**config.mk**
```make
export PLATFORM = sky130hd
export DESIGN_NAME = hazard_ctrl
export DESIGN_NICKNAME = d
export VERILOG_FILES = /design/src/rtl/hazard_ctrl.sv
export SDC_FILE = /design/constraint.sdc
export NUM_CORES = 1
export LEC_CHECK = 0
export CELL_PAD_IN_SITES_DETAIL_PLACEMENT = 1
export CELL_PAD_IN_SITES_GLOBAL_PLACEMENT = 2
export CORE_MARGIN = 2
export CORE_UTILIZATION = 24
export DETAILED_ROUTE_END_ITERATION = 6
export HOLD_SLACK_MARGIN = 0.1
export PLACE_DENSITY = 0.82
export RECOVER_POWER = 50
export SETUP_SLACK_MARGIN = 0.1
export SLEW_MARGIN = 10
export SYNTH_ARGS = -nofsm -noshare
export SYNTH_HDL_FRONTEND = slang
export SYNTH_SLANG_ARGS = --single-unit
```
**constraint.sdc**
```tcl
create_clock -name Clk -period 3.36 [get_ports Clk]
set_clock_uncertainty 0.05 [all_clocks]
set_input_delay 0.672 -clock Clk [delete_from_list [all_inputs] [get_ports Clk]]
set_output_delay 0.672 -clock Clk [all_outputs]
set_load 0.01 [all_outputs]
```
**src/rtl/hazard_ctrl.sv**
```systemverilog
// Stall/flush controller for a 5-stage MIPS pipeline: Tuse/Tnew data hazards,
// multiply/divide busy tracking and a stall-cycle performance counter.
module hazard_ctrl #(
  parameter int MULT_CYCLES = 5,
  parameter int DIV_CYCLES  = 10,
  parameter int CNT_W       = 4
) (
  input  logic        Clk,
  input  logic        Reset,
  input  logic [31:0] IR_D,
  input  logic [31:0] IR_E,
  input  logic [31:0] IR_M,
  output logic        Stall,
  output logic        IR_E_Clr,
  output logic        MD_Busy,
  output logic [31:0] Stall_Cnt
);

  localparam logic [5:0] OP_R   = 6'h00;
  localparam logic [5:0] OP_ORI = 6'h0d;
  localparam logic [5:0] OP_LUI = 6'h0f;
  localparam logic [5:0] OP_LW  = 6'h23;
  localparam logic [5:0] OP_SW  = 6'h2b;
  localparam logic [5:0] OP_BEQ = 6'h04;
  localparam logic [5:0] OP_JAL = 6'h03;

  localparam logic [5:0] F_ADDU  = 6'h21;
  localparam logic [5:0] F_SUBU  = 6'h23;
  localparam logic [5:0] F_MFHI  = 6'h10;
  localparam logic [5:0] F_MTHI  = 6'h11;
  localparam logic [5:0] F_MFLO  = 6'h12;
  localparam logic [5:0] F_MTLO  = 6'h13;
  localparam logic [5:0] F_JR    = 6'h08;
  localparam logic [5:0] F_MULT  = 6'h18;
  localparam logic [5:0] F_MULTU = 6'h19;
  localparam logic [5:0] F_DIV   = 6'h1a;
  localparam logic [5:0] F_DIVU  = 6'h1b;

  function automatic logic is_mul(input logic [31:0] ir);
    return ir[31:26] == OP_R && (ir[5:0] == F_MULT || ir[5:0] == F_MULTU);
  endfunction

  function automatic logic is_div(input logic [31:0] ir);
    return ir[31:26] == OP_R && (ir[5:0] == F_DIV || ir[5:0] == F_DIVU);
  endfunction

  function automatic logic is_hilo(input logic [31:0] ir);
    return ir[31:26] == OP_R && (ir[5:0] == F_MFHI || ir[5:0] == F_MFLO ||
                                 ir[5:0] == F_MTHI || ir[5:0] == F_MTLO);
  endfunction

  // Destination register; 0 means "writes nothing" and can never stall.
  function automatic logic [4:0] dst_of(input logic [31:0] ir);
    logic [4:0] d;
    d = 5'd0;
    case (ir[31:26])
      OP_R: if (ir[5:0] == F_ADDU || ir[5:0] == F_SUBU ||
                ir[5:0] == F_MFHI || ir[5:0] == F_MFLO) d = ir[15:11];
      OP_ORI, OP_LUI, OP_LW: d = ir[20:16];
      OP_JAL: d = 5'd31;
      default: d = 5'd0;
    endcase
    return d;
  endfunction

  function automatic logic [1:0] tnew_e_of(input logic [31:0] ir);
    logic [1:0] t;
    t = 2'd0;
    case (ir[31:26])
      OP_LW: t = 2'd2;
      OP_ORI, OP_LUI: t = 2'd1;
      OP_R: if (ir[5:0] == F_ADDU || ir[5:0] == F_SUBU ||
                ir[5:0] == F_MFHI || ir[5:0] == F_MFLO) t = 2'd1;
      default: t = 2'd0;
    endcase
    return t;
  endfunction

  logic [CNT_W-1:0] md_cnt;
  logic             rs_rd, rt_rd;
  logic [1:0]       rs_tuse, rt_tuse;
  logic [4:0]       rs_d, rt_d, dst_e, dst_m;
  logic [1:0]       tnew_e, tnew_m;
  logic             rs_hit, rt_hit, data_stall, md_stall;
  logic             unused_bits;

  assign unused_bits = ^{IR_D, IR_E, IR_M};

  assign rs_d   = IR_D[25:21];
  assign rt_d   = IR_D[20:16];
  assign dst_e  = dst_of(IR_E);
  assign dst_m  = dst_of(IR_M);
  assign tnew_e = tnew_e_of(IR_E);
  assign tnew_m = (IR_M[31:26] == OP_LW) ? 2'd1 : 2'd0;

  always_comb begin
    rs_rd   = 1'b0;
    rt_rd   = 1'b0;
    rs_tuse = 2'd0;
    rt_tuse = 2'd0;
    case (IR_D[31:26])
      OP_R: begin
        case (IR_D[5:0])
          F_ADDU, F_SUBU, F_MULT, F_MULTU, F_DIV, F_DIVU: begin
            rs_rd = 1'b1; rs_tuse = 2'd1;
            rt_rd = 1'b1; rt_tuse = 2'd1;
          end
          F_MTHI, F_MTLO: begin
            rs_rd = 1'b1; rs_tuse = 2'd1;
          end
          F_JR: begin
            rs_rd = 1'b1; rs_tuse = 2'd0;
          end
          default: ;
        endcase
      end
      OP_ORI, OP_LW: begin
        rs_rd = 1'b1; rs_tuse = 2'd1;
      end
      OP_SW: begin
        rs_rd = 1'b1; rs_tuse = 2'd1;
        rt_rd = 1'b1; rt_tuse = 2'd2;
      end
      OP_BEQ: begin
        rs_rd = 1'b1; rs_tuse = 2'd0;
        rt_rd = 1'b1; rt_tuse = 2'd0;
      end
      default: ;
    endcase
  end

  // W-stage producers are ignored: the register file forwards them.
  assign rs_hit = rs_rd && rs_d != 5'd0 &&
                  ((rs_d == dst_e && tnew_e > rs_tuse) ||
                   (rs_d == dst_m && tnew_m > rs_tuse));
  assign rt_hit = rt_rd && rt_d != 5'd0 &&
                  ((rt_d == dst_e && tnew_e > rt_tuse) ||
                   (rt_d == dst_m && tnew_m > rt_tuse));

  assign data_stall = rs_hit || rt_hit;
  assign md_stall   = (is_mul(IR_D) || is_div(IR_D) || is_hilo(IR_D)) &&
                      (MD_Busy || is_mul(IR_E) || is_div(IR_E));

  assign Stall    = Reset && (data_stall || md_stall);
  assign IR_E_Clr = Stall;
  assign MD_Busy  = md_cnt != '0;

  always_ff @(posedge Clk or negedge Reset) begin
    if (!Reset) begin
      md_cnt    <= '0;
      Stall_Cnt <= 32'd0;
    end else begin
      if (is_mul(IR_E))
        md_cnt <= CNT_W'(MULT_CYCLES);
      else if (is_div(IR_E))
        md_cnt <= CNT_W'(DIV_CYCLES);
      else if (md_cnt != '0)
        md_cnt <= md_cnt - 1'b1;
      if (Stall)
        Stall_Cnt <= Stall_Cnt + 32'd1;
    end
  end

endmodule

```
### After elaboration in Yosys (flattened, before gate mapping)

Cells that the tools add are included.

* register bits: 36
* bits of input ports: 98
* output and inout bits: 35
* word-level logic and storage cells: 117

* add/sub/neg operators: 2
* order comparisons: 4
* eq/ne operators: 39
* mux-type cells: 18
* reduce and logical (&&, ||, !) cells: 52

Operators by type and width (count)
* equality test 6 x 5 -> 1 bit, second input constant: 16
* equality test 6 bit, second input constant: 10
* equality test 6 x 4 -> 1 bit, second input constant: 6
* adder 32 x 1 -> 32 bit, second input constant: 1
* case mux 5 bit (3 select lines): 2
* logical OR 1 bit: 21
* equality test 5 bit: 4
* logical NOT 6 bit: 3
* logical AND 1 bit: 15
* equality test 6 x 2 -> 1 bit, second input constant: 2
* 2-to-1 mux 4 bit: 3
* 2-to-1 mux 5 bit: 2
* nonzero test 5 bit: 2
* OR reduction 3 bit: 3
* OR reduction 9 bit: 1
* OR reduction 8 bit: 1
* equality test 6 x 3 -> 1 bit, second input constant: 1
* 2-to-1 mux 1 bit: 6
* case mux 1 bit (2 select lines): 3
* case mux 2 bit (3 select lines): 1
* OR reduction 6 bit: 1
* > comparator 1 x 2 -> 1 bit: 2
* > comparator 2 bit: 2
* case mux 2 bit (2 select lines): 1
* other kinds (5): 6

### Depth between registers and ports, before layout

* depth in word-level cells: 13
* mapped depth: 14
* mapped depth without buffers: 12

### Worst setup path after synthesis

OpenSTA, ideal clock, no wires.

* path kind: input-to-output
* from: input IR_E[5]
* to: output Stall
* arrival: 2.773 ns
* data required time: 2.638 ns
* slack: -0.135 ns
* stages on the path: 10
* path buffers: 1
* path through: or3b_1 -> a21oi_4 -> a32oi_1 -> ha_1 -> nor2_1 -> o21ai_0 -> nor3_1 -> o2111ai_2 -> a31oi_2 -> buf_4

* cells in the longest elaborated chain, start to end: 13
* elaborated cells between the ends (all ways): 35
* those cells by class: order compare: 2; eq/ne: 10; mux: 4; reduce/logical: 19

Ends and longest elaborated chain
* start: declaration: RTL line 11 `input logic [31:0] IR_E,`
* equality test 6 bit: RTL line 57, 72
* logical OR 1 bit (2 in a row): RTL line 57, 72
* logical OR 1 bit: RTL line 58, 73
* 2-to-1 mux 1 bit or 2-to-1 mux 5 bit (tied branches): RTL line 72, 57
* case mux 2 bit (3 select lines) or case mux 5 bit (3 select lines) (tied branches): RTL line 69, 56
* > comparator 2 bit, or another cell as far along: RTL line 134 `((rs_d == dst_e && tnew_e > rs_tuse) ||`
* logical AND 1 bit, on equally long branches: RTL line 134, 137
* logical OR 1 bit, on equally long branches: RTL line 134, 137
* logical AND 1 bit, on equally long branches: RTL line 133, 136
* logical OR 1 bit: RTL line 140 `assign data_stall = rs_hit || rt_hit;`
* logical OR 1 bit (*): RTL line 144 `assign Stall = Reset && (data_stall || md_stall);`
* logical AND 1 bit (*): RTL line 144
* end: declaration: RTL line 13 `output logic Stall,`

Mark *: on every way between the ends. The rest lies on a longest branch, timed or not.

### Worst setup path in the final report

* from: input IR_D[2]
* to: output IR_E_Clr

* cells in the longest elaborated chain, start to end: 11
* elaborated cells between the ends (all ways): 50
* those cells by class: order compare: 4; eq/ne: 11; mux: 8; reduce/logical: 27

Ends and longest elaborated chain
* start: declaration: RTL line 10 `input logic [31:0] IR_D,`
* equality test 6 x 5 -> 1 bit, or another cell as far along: RTL line 40, 103
* OR reduction 8 bit (no line) or OR reduction 6 bit (tied branches)
* 2-to-1 mux 1 bit: RTL line 103 `case (IR_D[5:0])`
* case mux 1 bit (2 select lines) or case mux 2 bit (2 select lines) (tied branches): RTL line 101 `case (IR_D[31:26])`
* > comparator 2 bit, or another cell as far along: RTL line 134
* logical AND 1 bit, on equally long branches
* logical OR 1 bit, on equally long branches: RTL line 134, 137
* logical AND 1 bit, on equally long branches: RTL line 133, 136
* logical OR 1 bit: RTL line 140
* logical OR 1 bit (*): RTL line 144
* logical AND 1 bit (*): RTL line 144
* end: declaration: RTL line 14 `output logic IR_E_Clr,`

Marked as above.

==> reports/metrics.yaml <==
ys_ff_latch: 36
fillers: 1671
ir_worst_vdd_mv: 0.136
violations: "negative setup slack"
critPathKind: "primary input to output port"
crit_fanout: 3
start_util_pct: 24.3
fin_cells: 751
overflow: 0
grt_first_pass_wirelength_um: 20800
synth_nets: 476
layout_commonest_cell: "buf_4"
drt-initial-drc-count: 103
coreArea_um2: 14400
clockRootBuffer: "clkbuf_16"
yosys_warnings: 0
cts_buffer_depth: 2
finalCritPeriodShare_pct: 107
grt_max_degree: 40
max_slew_margin_pct: 66.8
tritoncts: "yes"
dp.cells: 718
synth_edf_count: 0
postRouteAntennaNets: 0
drc_errors: 0
post_drt_wl_per_cell_um: 16.7
drive_gt1_share_pct: 40.4
ys.flop_type: "dfrtp_1"
num_io_pins: 133
clock_sinks: 36
dieWidth_um: 125
dpl.hpwl_um: 9640
max_cap_viol_count: 0
yosysSeqAreaShare_pct: 25.8
async_flop_share_pct: 100
final_cell_mix: "100 x buf_4, 49 x clkdlybuf4s50_1, 36 x dfrtp_1, 36 x xor2_1, 25 x nand2_1"
port-buffer-count: 101
slew_violations: 0
placed_cell_area_um2: 5200
cts.clk_slew.worst_paths_ns: 0.05
yosysUniqueCellTypes: 73
die_area_um2: 15500
outcome: "finished with violations"
setup.worst_path.start: "IR_D[2]"
synthCells: 371
setup_viol: 2
clkLatencyLatePin_ns: 0.27
cellLeakagePower_nw: 2.60
vias_per_cell: 5.21
hp-start: "Stall_Cnt[31]"
endpoint_kind: "output port"
grt_pass1_vias: 4289
critPathLaunchType: "primary input"
p_per_area_nw_per_um2: 236
die_h_um: 125
syn_avg_cell_area_um2: 9.40
fin_ws_ns: -0.228
stdcell_area_um2: 5760
routed-via-count: 3909
syn_area_um2: 3490
fin_hold_ws_ns: 0.419
htreeDepth: 2
placementRows: 44
period_minus_slack_ns: 3.59
area_growth_pct: 65.0
globalplace.congestion: 0.833
tightest_slew_ns: 0.499
hold_violations: 0
antenna_found_initial: 0
grtUsageTotal_pct: 15.8
numCtsBuffers: 5
fmax_mhz: 279
p_total_w: 0.00136
routed_wl_um: 12600
layout.nets: 671
hp-class: "flop to flop"
diodes: 0
worstPathRequired_ns: 2.64
arrival_ns: 2.87
r2r-start: "Stall_Cnt[3]"
rsz0062_at_grt: "true"
drt_first_pass_iters: 4
## flip-flops by register name (all words and copies together), names as in the netlist
name and cells:
md_cnt 4, Stall_Cnt 32
## Yosys cell counts, drive strengths merged, types with 2 or more instances
| cell | number | area (um^2) |
|---|---|---|
| a311oi | 23 | 308 |
| o21ai | 6 | 30.0 |
| nor2b | 4 | 25.0 |
| or3b | 2 | 17.5 |
| clkbuf | 3 | 31.3 |
| a32oi | 2 | 17.5 |
| buf | 13 | 106 |
| nand2b | 2 | 12.5 |
| xnor2 | 6 | 52.6 |
| a21oi | 11 | 66.3 |
| a31o | 4 | 35.0 |
| nand4 | 15 | 93.8 |
| o22ai | 4 | 25.0 |
| nor3b | 4 | 30.0 |
| o211ai | 2 | 25.0 |
| nor3 | 10 | 50.1 |
| inv | 15 | 56.3 |
| o2111ai | 8 | 82.6 |
| and3b | 5 | 45.0 |
| or4 | 2 | 15.0 |
| a31oi | 14 | 100 |
| nor4 | 7 | 73.8 |
| and4 | 2 | 18.8 |
| ha | 7 | 87.6 |
| a21boi | 3 | 26.3 |
| dfrtp | 36 | 901 |
| nand2 | 26 | 97.6 |
| xor2 | 36 | 315 |
| and4bb | 2 | 25.0 |
| a21o | 4 | 32.5 |
| nor2 | 20 | 75.1 |
| nand3 | 16 | 85.1 |
| and4b | 2 | 20.0 |
| o2111a | 4 | 45.0 |
| and2 | 6 | 40.0 |
| o31a | 2 | 35.0 |
| o211a | 4 | 40.0 |
| a211o | 3 | 27.5 |
| nand3b | 4 | 30.0 |
| and3 | 11 | 72.6 |
| or3 | 4 | 25.0 |
| nand4b | 4 | 35.0 |
## final timing paths
path,endpoint,slack (ns),cells after the start
min reg2reg,Stall_Cnt[31],0.42,1
min,Stall_Cnt[31],0.42,1
max in group asynchronous,Stall_Cnt[31],2.48,2
min in group asynchronous,Stall_Cnt[5],0.44,2
max,IR_E_Clr,-0.23,16
max reg2reg,Stall_Cnt[26],0.91,8
## per-stage QoR
| stage | setup TNS [ns] | worst slack [ns] | util (%) |
|---|---|---|---|
| final | -0.455 | -0.228 | 40.1 |
| after global routing | -0.712 | -0.356 | 40.1 |
| after CTS | -0.499 | -0.250 | 39.1 |
| after detailed placement | -16.26 | -1.11 | 36.2 |
| after global placement | -11.50 | -1.03 | 36.2 |
| after floorplan | -0.0505 | -0.0505 | - |
## logic make-up after synthesis
kind of cell	after synthesis	share of synthesized area [%]
AOI/OAI and AO/OA	103	28.6
buffers and inverters	31	5.56
and+or+nand+nor	151	26.7
muxes	1	0.323
xor gates and xnor gates	42	10.5
adders and majority gates	7	2.51
DFF	36	25.8
## final cells by class
class	instances	area [um^2]	share of cell area, %
Tap cell	184	230	4.00
Timing Repair Buffer	204	1720	29.8
Sequential cell	36	901	15.6
Inverter	15	56.3	0.978
Clock buffer	8	146	2.54
Multi-Input combinational cell	304	2710	47.0
## what timing repair did
action                     4_1_cts  5_1_grt
hold buffers                     0        0
pin swaps                       33       33
setup endpoints to repair       34       33
setup buffers                   19        9
gates cloned                     0        0
gates resized for setup        112       52
hold endpoints to repair         0        0
## report_power, final
group | internal [W] | switching [W] | leakage (nW)
clock | 0.000296 | 0.000165 | 0.0712
combinational | 0.000223 | 0.000193 | 2.03
sequential | 0.000462 | 0.0000217 | 0.495
total | 0.000980 | 0.000379 | 2.60
## worst max-delay path: stages
cell and delay, ns:
dlygate4sd2_1 0.24, nor3_2 0.24, buf_4 0.15, buf_4 0.09, buf_4 0.09, buf_4 0.09, buf_4 0.10, buf_4 0.10
buf_4 0.09, nand4_1 0.12, a21o_2 0.25, o41ai_2 0.06, a31oi_1 0.09, buf_4 0.16, a31oi_4 0.19, buf_6 0.14
## per-layer routing
metal	vias to the layer above	share of wire (%)	global-route usage [%]	wire [um]
met1	1955	40	18.0	5080
met5	-	0	0	0
met3	21	3.9	2.02	494
li1	1842	-	-	-
met2	91	54	31.1	6770
met4	0	1.7	3.57	214
No activity file was read; power rests on OpenSTA's default activity.
